`config.mk`:
```
export PLATFORM = sky130hd
export DESIGN_NAME = avr_serial_rx_flat
export DESIGN_NICKNAME = d
export VERILOG_FILES = /design/src/rtl/avr_serial_rx_if.sv /design/src/rtl/avr_serial_rx.sv /design/src/flat_wrapper.sv
export SDC_FILE = /design/constraint.sdc
export NUM_CORES = 1
export LEC_CHECK = 0
export BUFFER_PORTS_ARGS = -buffer_cell sky130_fd_sc_hd__clkbuf_2
export CELL_PAD_IN_SITES_DETAIL_PLACEMENT = 1
export CELL_PAD_IN_SITES_GLOBAL_PLACEMENT = 1
export CORE_AREA = 5 5 80 89
export DETAILED_ROUTE_END_ITERATION = 12
export DIE_AREA = 0 0 85 94
export PLACE_DENSITY_LB_ADDON = 0.1
export SLEW_MARGIN = 10
export SYNTH_ARGS = -nofsm -noshare
export SYNTH_HDL_FRONTEND = slang
export SYNTH_SLANG_ARGS = --single-unit
```
`constraint.sdc`:
```
create_clock -name clk -period 2 [get_ports clk]
set_input_delay 0.2 -clock clk [delete_from_list [all_inputs] [get_ports clk]]
set_output_delay 0.2 -clock clk [all_outputs]
set_load 0.02 [all_outputs]
```
`src/rtl/avr_serial_rx_if.sv`:
```
// avr_serial_rx_if: one-entry valid/ready byte channel from the AVR receiver to FPGA logic
interface avr_serial_rx_if;
  logic [7:0] data;
  logic       data_valid;
  logic       data_ready;
  modport master (output data, output data_valid, input data_ready);
  modport slave  (input data, input data_valid, output data_ready);
endinterface

```
`src/rtl/avr_serial_rx.sv`:
```
// avr_serial_rx: 8N1 receiver for the AVR transmit line, gated by cclk readiness,
// with a one-entry holding register, framing-error and overrun pulses.
module avr_serial_rx #(
  parameter int CLK_PER_BIT       = 100,
  parameter int CCLK_READY_CYCLES = 512
) (
  input  logic            clk,
  input  logic            rst_n,
  input  logic            cclk,
  input  logic            rx,
  avr_serial_rx_if.master out,
  output logic            frame_err,
  output logic            overrun,
  output logic            rx_active
);
  localparam int CW = $clog2(CLK_PER_BIT);
  localparam int RW = $clog2(CCLK_READY_CYCLES + 1);
  typedef enum logic [2:0] {WAIT_CCLK, IDLE, START, DATA, STOP, BREAK} state_t;
  state_t        state_q;
  logic [1:0]    rx_sync_q, cclk_sync_q;
  logic [CW-1:0] cnt_q;
  logic [RW-1:0] rdy_cnt_q;
  logic [2:0]    bit_q;
  logic [7:0]    shift_q, data_q;
  logic          valid_q, frame_err_q, overrun_q, rx_active_q;
  logic          rxs, cclk_s, half, bit_end, byte_done;
  always_comb begin
    rxs       = rx_sync_q[1];
    cclk_s    = cclk_sync_q[1];
    half      = cnt_q == CW'(CLK_PER_BIT / 2 - 1);
    bit_end   = cnt_q == CW'(CLK_PER_BIT - 1);
    byte_done = state_q == STOP && cclk_s && bit_end && rxs;
  end
  // Synchronizers preset high so reset looks like an idle line.
  always_ff @(posedge clk or negedge rst_n)
    if (!rst_n) begin
      rx_sync_q   <= 2'b11;
      cclk_sync_q <= 2'b11;
    end else begin
      rx_sync_q   <= {rx_sync_q[0], rx};
      cclk_sync_q <= {cclk_sync_q[0], cclk};
    end
  always_ff @(posedge clk or negedge rst_n)
    if (!rst_n) begin
      state_q     <= WAIT_CCLK;
      cnt_q       <= '0;
      rdy_cnt_q   <= '0;
      bit_q       <= '0;
      shift_q     <= '0;
      frame_err_q <= 1'b0;
      rx_active_q <= 1'b0;
    end else begin
      frame_err_q <= 1'b0;
      if (state_q != WAIT_CCLK && !cclk_s) begin
        state_q     <= WAIT_CCLK;
        rdy_cnt_q   <= '0;
        rx_active_q <= 1'b0;
      end else begin
        case (state_q)
          WAIT_CCLK:
            if (!cclk_s) rdy_cnt_q <= '0;
            else if (rdy_cnt_q == RW'(CCLK_READY_CYCLES - 1)) begin
              state_q   <= IDLE;
              rdy_cnt_q <= '0;
            end else rdy_cnt_q <= rdy_cnt_q + 1'b1;
          IDLE:
            if (!rxs) begin
              state_q     <= START;
              cnt_q       <= '0;
              rx_active_q <= 1'b1;
            end
          START:
            if (half) begin
              cnt_q       <= '0;
              bit_q       <= '0;
              state_q     <= rxs ? IDLE : DATA;
              rx_active_q <= !rxs;
            end else cnt_q <= cnt_q + 1'b1;
          DATA:
            if (bit_end) begin
              cnt_q   <= '0;
              shift_q <= {rxs, shift_q[7:1]};
              bit_q   <= bit_q + 1'b1;
              if (bit_q == 3'd7) state_q <= STOP;
            end else cnt_q <= cnt_q + 1'b1;
          STOP:
            if (bit_end) begin
              cnt_q       <= '0;
              rx_active_q <= 1'b0;
              frame_err_q <= !rxs;
              state_q     <= rxs ? IDLE : BREAK;
            end else cnt_q <= cnt_q + 1'b1;
          BREAK:
            if (rxs) state_q <= IDLE;
          default: state_q <= WAIT_CCLK;
        endcase
      end
    end
  // A same-edge drain frees the slot, so the new byte replaces the old without overrun.
  always_ff @(posedge clk or negedge rst_n)
    if (!rst_n) begin
      data_q    <= '0;
      valid_q   <= 1'b0;
      overrun_q <= 1'b0;
    end else begin
      overrun_q <= 1'b0;
      if (byte_done) begin
        if (!valid_q || out.data_ready) begin
          data_q  <= shift_q;
          valid_q <= 1'b1;
        end else overrun_q <= 1'b1;
      end else if (valid_q && out.data_ready) valid_q <= 1'b0;
    end
  assign out.data       = data_q;
  assign out.data_valid = valid_q;
  assign frame_err      = frame_err_q;
  assign overrun        = overrun_q;
  assign rx_active      = rx_active_q;
endmodule

```
`src/flat_wrapper.sv`:
```
// flat-port wrapper written by rule: the top's interface ports become plain ports
module avr_serial_rx_flat 
#(
  parameter int CLK_PER_BIT       = 100,
  parameter int CCLK_READY_CYCLES = 512
)
  (clk, rst_n, cclk, rx, frame_err, overrun, rx_active, out_data, out_data_valid, out_data_ready);
  avr_serial_rx_if out_i ();
  input  logic clk;
  input  logic rst_n;
  input  logic cclk;
  input  logic rx;
  output logic frame_err;
  output logic overrun;
  output logic rx_active;
  output wire logic [$bits(out_i.data)-1:0] out_data;
  output wire logic [$bits(out_i.data_valid)-1:0] out_data_valid;
  input wire logic [$bits(out_i.data_ready)-1:0] out_data_ready;
  assign out_data = out_i.data;
  assign out_data_valid = out_i.data_valid;
  assign out_i.data_ready = out_data_ready;
  avr_serial_rx #(.CLK_PER_BIT(CLK_PER_BIT), .CCLK_READY_CYCLES(CCLK_READY_CYCLES)) u_core (.clk(clk), .rst_n(rst_n), .cclk(cclk), .rx(rx), .out(out_i), .frame_err(frame_err), .overrun(overrun), .rx_active(rx_active));
endmodule
```
==> metrics.csv, run 1 <==
metric,value,unit
path_cells,"ha_1, nand4bb_4, or2_4, or3_1, buf_4, mux2_4",
yosysTopAreaCellShare,45.1,%
globalplace.congestion,0.794,
synth_most_common_cell,dfrtp_1,
cp_num_buf_inv,1,
worstPathRequired,2200,ps
fin_setup_tns,0,ps
synth-warning-count,0,
r2r_cells,6,
critPathMaxFanout,8,
path_depth,6,
areaGrowthSynthToFinish,19.8,%
vias,1806,
nNetsFinal,274,
hold_class,in -> reg,
clock_sinks,47,
cp_top_family,simple AND/OR/NAND/NOR gates,
ant_nets,0,
netlist_area,2380,sq um
finalHoldViolations,0,
cpMaxStageDelayCell,dfrtp_1,
grt_pass1_wl,9320,microns
cp.arrival,2140,ps
final_layout_size_suffix_gt1_share,30.9,%
dpl_cell_area,2710,sq um
clk_latency,310,ps
synthTopCellsByArea,"dfrtp_1 45%, mux2_2 5.2%, mux2_4 5.0%",
whs_path_depth,3,
slew_viol_final,0,
drtIter0Drc,66,
fillers,700,
clk_transition_reported_paths,90,ps
vias_per_cell,5.23,
yosysTopAreaCell,dfrtp_1,
rows,30,
grt_max_degree,26,
die_y,94,microns
clock.fmax,517,MHz
synth_edf_count,0,
core,6080,sq um
start_util,39.2,%
timing.final.crit_share,96.7,%
worstSetupPathType,reg -> reg,
antenna_found_initial,0,
synth_commonest_cells,"43 x dfrtp_1, 22 x o21ai_0, 18 x nand2_1",
seq_area,1180,sq um
dr.pass1.iters,4,
ys_ff_latch,47,
grt_usage,14.5,%
cts_tree,built,
cts_made_buffers,5,
netlist_instances,220,
avgSynthCellArea,10.8,sq um
drc,0,
die_w,85,microns
clk_root_buffer_cell,clkbuf_8,
multi_input_comb_area,1140,sq um
htreeDepth,2,
grt_overflow,0,
yosysSeqAreaShare,49.5,%
period_minus_slack,1930,ps
drv_cap,0,
ios,17,
dp_hpwl,3890,microns
p_per_area,574,nW/um^2
cts.path.max_buffers,2,
setup_viol,0,
endpoint_kind,flop,
syn_nets,230,
synthArstFlopShare,100,%
maxSlewHeadroom,60.4,%
antenna_cells,0,
dieArea,7990,sq um
peakVddDrop,253,uV
synth-main-ff-cell,dfrtp_1,
critical_path.max_stage_delay,360,ps
critPathLaunchType,flop,
finalClockSkew,11.8,ps
power.total,0.00164,W
rsz0062_at_grt,true,
max_slew.worst_pin.slew,594,ps
grt_pass1_vias,1891,
routed_wl,5300,microns
port_buffers,16,
leakagePower,1.38,nW
status,"finished, final reports clean",
fin_area,2860,sq um
wl_per_cell,15.4,microns
synth_cell_types,51,
-- path summary, 6_finish.rpt --
kind / from / slack [ps] / end
worst max-delay path: u_core.cnt_q[0] / 70 / u_core.shift_q[2]
worst min-delay path: out_data_ready / 170 / u_core.overrun
worst max register to register: u_core.cnt_q[0] / 70 / u_core.shift_q[2]
worst min register to register: u_core.rx_sync_q[0] / 360 / u_core.rx_sync_q[1]
max in group asynchronous: rst_n / 960 / u_core.rx_sync_q[1]
min in group asynchronous: rst_n / 420 / u_core.shift_q[3]
-- cells in the final DEF (no fill, tap or decap), types with 4 or more instances in the layout --
cell type and n:
o31ai_1 4, and3_1 5, nor2_1 15, nand3_1 7, clkbuf_2 16, inv_1 8
clkbuf_8 5, a21oi_1 4, nand2b_1 6, nand2_1 18, dfrtp_1 43, buf_4 24
nor2b_1 9, o21ai_0 22, dfstp_2 4, ha_1 5, mux2_2 11, mux2_4 8
-- area by class of cell --
class / count / share of cell area, %
flip-flops and latches: 47 / 41.3
multi-input cells: 158 / 40.1
repair buffers: 44 / 10.9
well taps: 80 / 3.50
clock buffers: 5 / 2.41
inverters: 8 / 1.05
clock inverters: 3 / 0.788
-- repair_timing --
action	CTS	global route
pin swaps	1	4
endpoints found under the hold margin	24	0
gates resized for setup	0	3
hold buffers	3	0
setup buffers	0	2
setup endpoints to repair	1	20
-- kinds of logic after synthesis --
kind of cell               Yosys count  synth area share (%)
AOI/OAI and AO/OA                   48                  13.2
xor gates and xnor gates             3                  1.10
adders and majority gates            5                  2.62
buffers and inverters               15                  3.15
DFF                                 47                  49.5
muxes                               22                  11.5
and+or+nand+nor                     80                  18.9
-- flip-flops by register name, summed over array words and instances (netlist names) --
name / cells
u_core.cnt_q: 7
u_core.out.data_valid: 1
u_core.cclk_sync_q: 2
u_core.rx_sync_q: 2
u_core.state_q: 3
u_core.bit_q: 3
u_core.rx_active: 1
u_core.frame_err: 1
u_core.out.data: 8
u_core.rdy_cnt_q: 10
u_core.shift_q: 8
u_core.overrun: 1
-- worst register-to-register path, stage by stage (launching register included) --
cell,delay (ps)
dfrtp_1,360
ha_1,210
nand4bb_4,140
or2_4,270
or3_1,350
buf_4,200
mux2_4,310
-- report_power, final --
part / internal, W / switching, W
combinational: 0.0000264 / 0.0000400
clock: 0.000253 / 0.000350
sequential: 0.000962 / 0.00000757
total: 0.00124 / 0.000398
-- metrics by stage --
stage / hold WS [ps] / setup slack [ps] / util, % / std cells
after floorplan: -95.6 / 99.3 / - / 220
after CTS: 166 / 4.64 / 46.5 / 343
final: 171 / 65.6 / 47.0 / 345
after global routing: 212 / -11.1 / 47.0 / 345
after detailed placement: 237 / 15.0 / 44.5 / 332
after global placement: 237 / 68.3 / 44.5 / 332
-- metal layers --
layer	track usage, %	vias to the layer above	share of wire [%]
li1	-	874	-
met1	19.3	905	49
met2	23.3	20	46
met3	2.98	7	3.3
met4	5.15	0	1.6
met5	0	-	0
No activity file was read; power rests on OpenSTA's default activity.
==> inputs of run 2 (changes only) <==
CORE_AREA = 5 5 78 87   (was 5 5 80 89)
DIE_AREA = 0 0 83 92   (was 0 0 85 94)
==> metrics.csv, run 2 (synthesis gave the netlist of run 1 again) <==
metric,value,unit,change
pre_cts_slack,-158,ps,-173 ps
htreeDepth,2,,unchanged
drtIter0Drc,88,,+33%
globalplace.congestion,0.837,,+5.4%
clk_latency,300,ps,about the same
layout.cells.non_filler,341,,-1.2%
top_layer,met4,,
cp.arrival,2160,ps,+20 ps
r2r_cells,6,,unchanged
grt_usage,15.5,%,+1.0 points
r2r-end,u_core.shift_q[0],,
rsz0062_at_grt,true,,
multi_input_comb_area,1160,sq um,+0.98%
fillers,666,,-4.9%
drv_cap,0,,unchanged
timing.final.crit_share,98.6,%,+1.9 points
ant_nets,0,,unchanged
finalClockSkew,7.76,ps,-4.07 ps
largest_reg_flops,10,,unchanged
vias,1841,,+1.9%
status,finished with violations,,
worstSetupPathType,reg -> reg,,
finalHoldViolations,25,,+25
m1WireLength,2560,microns,-2.0%
start_util,41.6,%,+2.4 points
cp_top_family,simple AND/OR/NAND/NOR gates,,
worstPathRequired,2190,ps,about the same
r2r_slack,30,ps,-40 ps
cts.path.max_buffers,2,,unchanged
clk_transition_reported_paths,100,ps,about the same
routed_wl,5730,microns,+8.1%
grt_pass1_wl,9780,microns,+5.0%
finish.utilization,49.6,%,+2.6 points
die_w,83,microns,-2.4%
clock_sinks,47,,unchanged
vias_per_cell,5.40,,+3.1%
antenna_cells,0,,unchanged
maxSlewHeadroom,60.8,%,+0.39 points
final_layout_size_suffix_gt1_share,31.8,%,+0.87 points
core,5730,sq um,-5.7%
max_slew.worst_pin.slew,588,ps,-5.90 ps
wl_met2,2860,microns,+17%
whs,-14.7,ps,-186 ps
dr.pass1.iters,4,,unchanged
critPathMaxFanout,8,,unchanged
drc,0,,unchanged
hold_class,in -> async,,
ios,17,,unchanged
grt_pass1_vias,1998,,+5.7%
final_cell_mix,"43 x dfrtp_1, 25 x buf_4, 22 x o21ai_0, 18 x nand2_1, 16 x clkbuf_2",,
dp_hpwl,4040,microns,+4.0%
period_minus_slack,1970,ps,+37.7 ps
port_buffers,16,,unchanged
cpMaxStageDelayCell,or3_4,,
dp_cells,325,,-2.1%
grt_overflow,0,,unchanged
final_common_cell,dfrtp_1,,
regMostFlops,u_core.rdy_cnt_q,,
setup_viol,0,,unchanged
antenna_found_initial,0,,unchanged
rows,29,,-3.3%
leakagePower,1.35,nW,-1.7%
cts_tree,built,,
nNetsFinal,273,,-0.36%
setup_ws,27.9,ps,-37.7 ps
p_per_area,573,nW/um^2,-0.18%
reg2reg_from,u_core.cnt_q[0],,
grt_max_degree,48,,+85%
areaGrowthSynthToFinish,19.3,%,
peakVddDrop,367,uV,+45%
path_cells,"buf_4, ha_4, nand4bb_4, or2_4, or3_4, mux2_4",,
slew_viol_final,0,,unchanged
seq_area,1180,sq um,unchanged
cts_made_buffers,5,,unchanged
failed_checks,negative hold slack,,
clock.fmax,507,MHz,-1.9%
clk_root_buffer_cell,clkbuf_8,,
path_depth,6,,unchanged
dieArea,7640,sq um,-4.4%
cp_num_buf_inv,1,,unchanged
endpoint_kind,flop,,
die_y,92,microns,-2.1%
met3RoutedLength,183,microns,+5.8%
wl_per_cell,16.8,microns,+9.4%
critical_path.max_stage_delay,470,ps,+110 ps
critPathLaunchType,flop,,
[run 2: area by class of cell]
cell class                      instances  area share [%]
Multi-Input combinational cell        158            40.7
Clock buffer                            5            2.42
Sequential cell                        47            41.5
Timing Repair Buffer                   43            10.1
Clock inverter                          3           0.836
Tap cell                               77            3.39
Inverter                                8            1.06
[run 2: worst max-delay path by stage]
stage / end / startpoint
floorplan: u_core.shift_q[0] / u_core.cnt_q[0]
global placement: u_core.shift_q[6] / u_core.cnt_q[1]
detailed placement: u_core.shift_q[0] / u_core.cnt_q[1]
CTS: u_core.shift_q[0] / u_core.cnt_q[1]
global route: u_core.state_q[0] / u_core.cnt_q[1]
finish: u_core.shift_q[0] / u_core.cnt_q[0]
[run 2: stage by stage]
stage	total power (W)	instance area [sq um]	TNS [ps]
CTS	0.00164	2790	0
floorplan	0.00101	2380	0
global placement	0.00104	2660	-426
global route	0.00170	2840	-251
detailed placement	0.00105	2660	-1270
finish	0.00163	2840	0
[run 2: worst reg2reg max path, delay by kind of cell, from the launching register on]
kind	cells	cell delay, ps
simple gates	3	890
buf+inv	1	130
flops	1	360
fa+ha+maj	1	150
mux	1	330
[run 2: what timing repair did]
item,CTS,global route
hold buffers,2,0
endpoints found under the setup margin,12,28
setup buffers,1,5
endpoints found under the hold margin,2,0
pin swaps,2,2
resized for setup,2,4
[run 2: metal layers]
metal	GRT usage, %	up-vias
met2	25.5	39
met3	3.05	14
met4	6.54	0
met1	20.0	917
li1	-	871
met5	0	-
[run 2: report_power, final]
group          switching [W]  total (W)  internal (W)
Combinational      0.0000390  0.0000615     0.0000225
Clock               0.000346   0.000596      0.000251
Sequential        0.00000903   0.000971      0.000962
==> inputs of run 3 (changes only) <==
BUFFER_PORTS_ARGS = not set   (was -buffer_cell sky130_fd_sc_hd__clkbuf_2)
CORE_AREA = 5 5 76 85   (was 5 5 78 87)
DIE_AREA = 0 0 81 90   (was 0 0 83 92)
DONT_BUFFER_PORTS = 1   (was not set)
==> metrics.csv, run 3 (synthesis gave the netlist of run 1 again) <==
metric,value,unit,change
status,"finished, final reports clean",,
drtIter0Drc,38,,-57%
largest_reg_flops,10,,unchanged
pre_cts_slack,-29.5,ps,+128 ps
r2r-end,u_core.shift_q[3],,
grt_overflow,0,,unchanged
critPathMaxFanout,8,,unchanged
dpl_cell_area,2560,sq um,-3.9%
cts_tree,built,,
grt-busiest-layer,met2,,
antenna_found_initial,0,,unchanged
worstSetupStartpoint,u_core.cnt_q[1],,
period_minus_slack,1960,ps,-16.5 ps
port_buffers,0,,-16
final_layout_size_suffix_gt1_share,28.0,%,-3.8 points
drc,0,,unchanged
clk_root_buffer_cell,clkbuf_8,,
timing.final.crit_share,97.8,%,-0.82 points
grt_max_degree,48,,unchanged
final_common_cell,dfrtp_1,,
r2r_slack,40,ps,+20 ps
finalHoldViolations,0,,-100%
whs,103,ps,+118 ps
max_slew.worst_pin.slew,503,ps,-85.0 ps
worstPathRequired,2190,ps,about the same
hold_class,in -> reg,,
ant_nets,0,,unchanged
start_util,42.7,%,+1.1 points
areaGrowthSynthToFinish,18.2,%,
gr-usage-met1,20.3,%,+0.38 points
setup_viol,0,,unchanged
wl_per_cell,16.8,microns,-0.11%
die_w,81,microns,-2.4%
dp_hpwl,3940,microns,-2.5%
rsz0062_at_grt,true,,
clk_latency,300,ps,about the same
use_met2,26.4,%,+0.84 points
ios,17,,unchanged
cts.path.max_buffers,2,,unchanged
core,5590,sq um,-2.5%
die_y,90,microns,-2.2%
cts_made_buffers,5,,unchanged
globalplace.congestion,0.837,,about the same
grt_pass1_vias,1855,,-7.2%
endpoint_kind,flop,,
worstSetupPathType,reg -> reg,,
cp.arrival,2150,ps,about the same
slew_viol_final,0,,unchanged
htreeDepth,2,,unchanged
routed_wl,5490,microns,-4.2%
crit_end,u_core.shift_q[3],,
clock_sinks,47,,unchanged
regMostFlops,u_core.rdy_cnt_q,,
drv_cap,0,,unchanged
dr.pass1.iters,5,,+1
reg2reg_from,u_core.cnt_q[1],,
critPathLaunchType,flop,,
r2r_cells,6,,unchanged
rows,29,,unchanged
vias,1793,,-2.6%
leakagePower,1.30,nW,-3.9%
setup_ws,44.4,ps,+16.5 ps
peakVddDrop,348,uV,-5.1%
antenna_cells,0,,unchanged
maxSlewHeadroom,66.4,%,+5.5 points
vias_per_cell,5.48,,+1.6%
p_per_area,587,nW/um^2,+2.5%
nNetsFinal,259,,-5.1%
grt_pass1_wl,9210,microns,-5.9%
fillers,635,,-4.7%
final_cell_mix,"42 x dfrtp_1, 24 x buf_4, 22 x o21ai_0, 18 x nand2_1, 14 x nor2_1",,
fin_area,2820,sq um,-0.92%
grt_usage,16.0,%,+0.50 points
dieArea,7290,sq um,-4.5%
finalClockSkew,8.28,ps,+0.524 ps
clock.fmax,511,MHz,+0.84%
use_met3,3.80,%,+0.75 points
clk_transition_reported_paths,90,ps,about the same
run 3: area by class of cell:
cell class	count	area (sq um)	area share, %
Sequential cell	47	1180	42.0
Multi-Input combinational cell	158	1160	41.2
Timing Repair Buffer	29	253	8.97
Tap cell	77	96.3	3.42
Clock buffer	5	68.8	2.44
Inverter	8	30.0	1.07
Clock inverter	3	27.5	0.977
run 3: power breakdown:
group | switching [W] | internal [W]
clock network | 0.000353 | 0.000259
registers | 0.00000812 | 0.000962
logic | 0.0000412 | 0.0000295
total | 0.000403 | 0.00125
run 3: metrics by stage:
stage          setup TNS (ps)  power [W]  utilization, %  instances
6_report                    0    0.00165            50.4        327
4_1_cts                 -7.41    0.00167            48.7        319
5_1_grt                  -117    0.00174            50.4        327
3_5_place_dp             -163    0.00102            45.7        306
3_3_place_gp                0    0.00102            45.7        306
2_1_floorplan               0    0.00101               -        220
run 3: repair_timing:
| action | 4_1_cts | 5_1_grt |
|---|---|---|
| pin swaps | 1 | 6 |
| buffers inserted | 1 | 8 |
| hold buffers | 4 | 0 |
| cloned | 0 | 0 |
| hold endpoints to repair | 49 | 0 |
| endpoints found under the setup margin | 8 | 24 |
| resized for setup | 1 | 8 |
run 3: worst min path at each step:
stage | start | endpoint | depth (start not counted)
final | out_data_ready | u_core.overrun | 2
after global routing | out_data_ready | u_core.overrun | 2
after CTS | out_data_ready | u_core.overrun | 2
after detailed placement | rst_n | u_core.out.data[2] | 0
after global placement | rst_n | u_core.out.data[4] | 0
after floorplan | rst_n | u_core.bit_q[0] | 0
run 3: metal layers:
metal  wire [microns]  part of all wire (%)  vias to the layer above
met5                0                     0                        -
met4               95                   1.7                        0
met3              155                   2.8                        8
met2             2780                    51                       26
met1             2450                    45                      917
li1                 -                     -                      842
run 3: critical path, stage by stage (launching register included):
cell and delay [ps]:
dfrtp_1 430, ha_4 170, nand4bb_4 140, or2_4 300, or3_4 340, buf_8 150
mux2_4 300
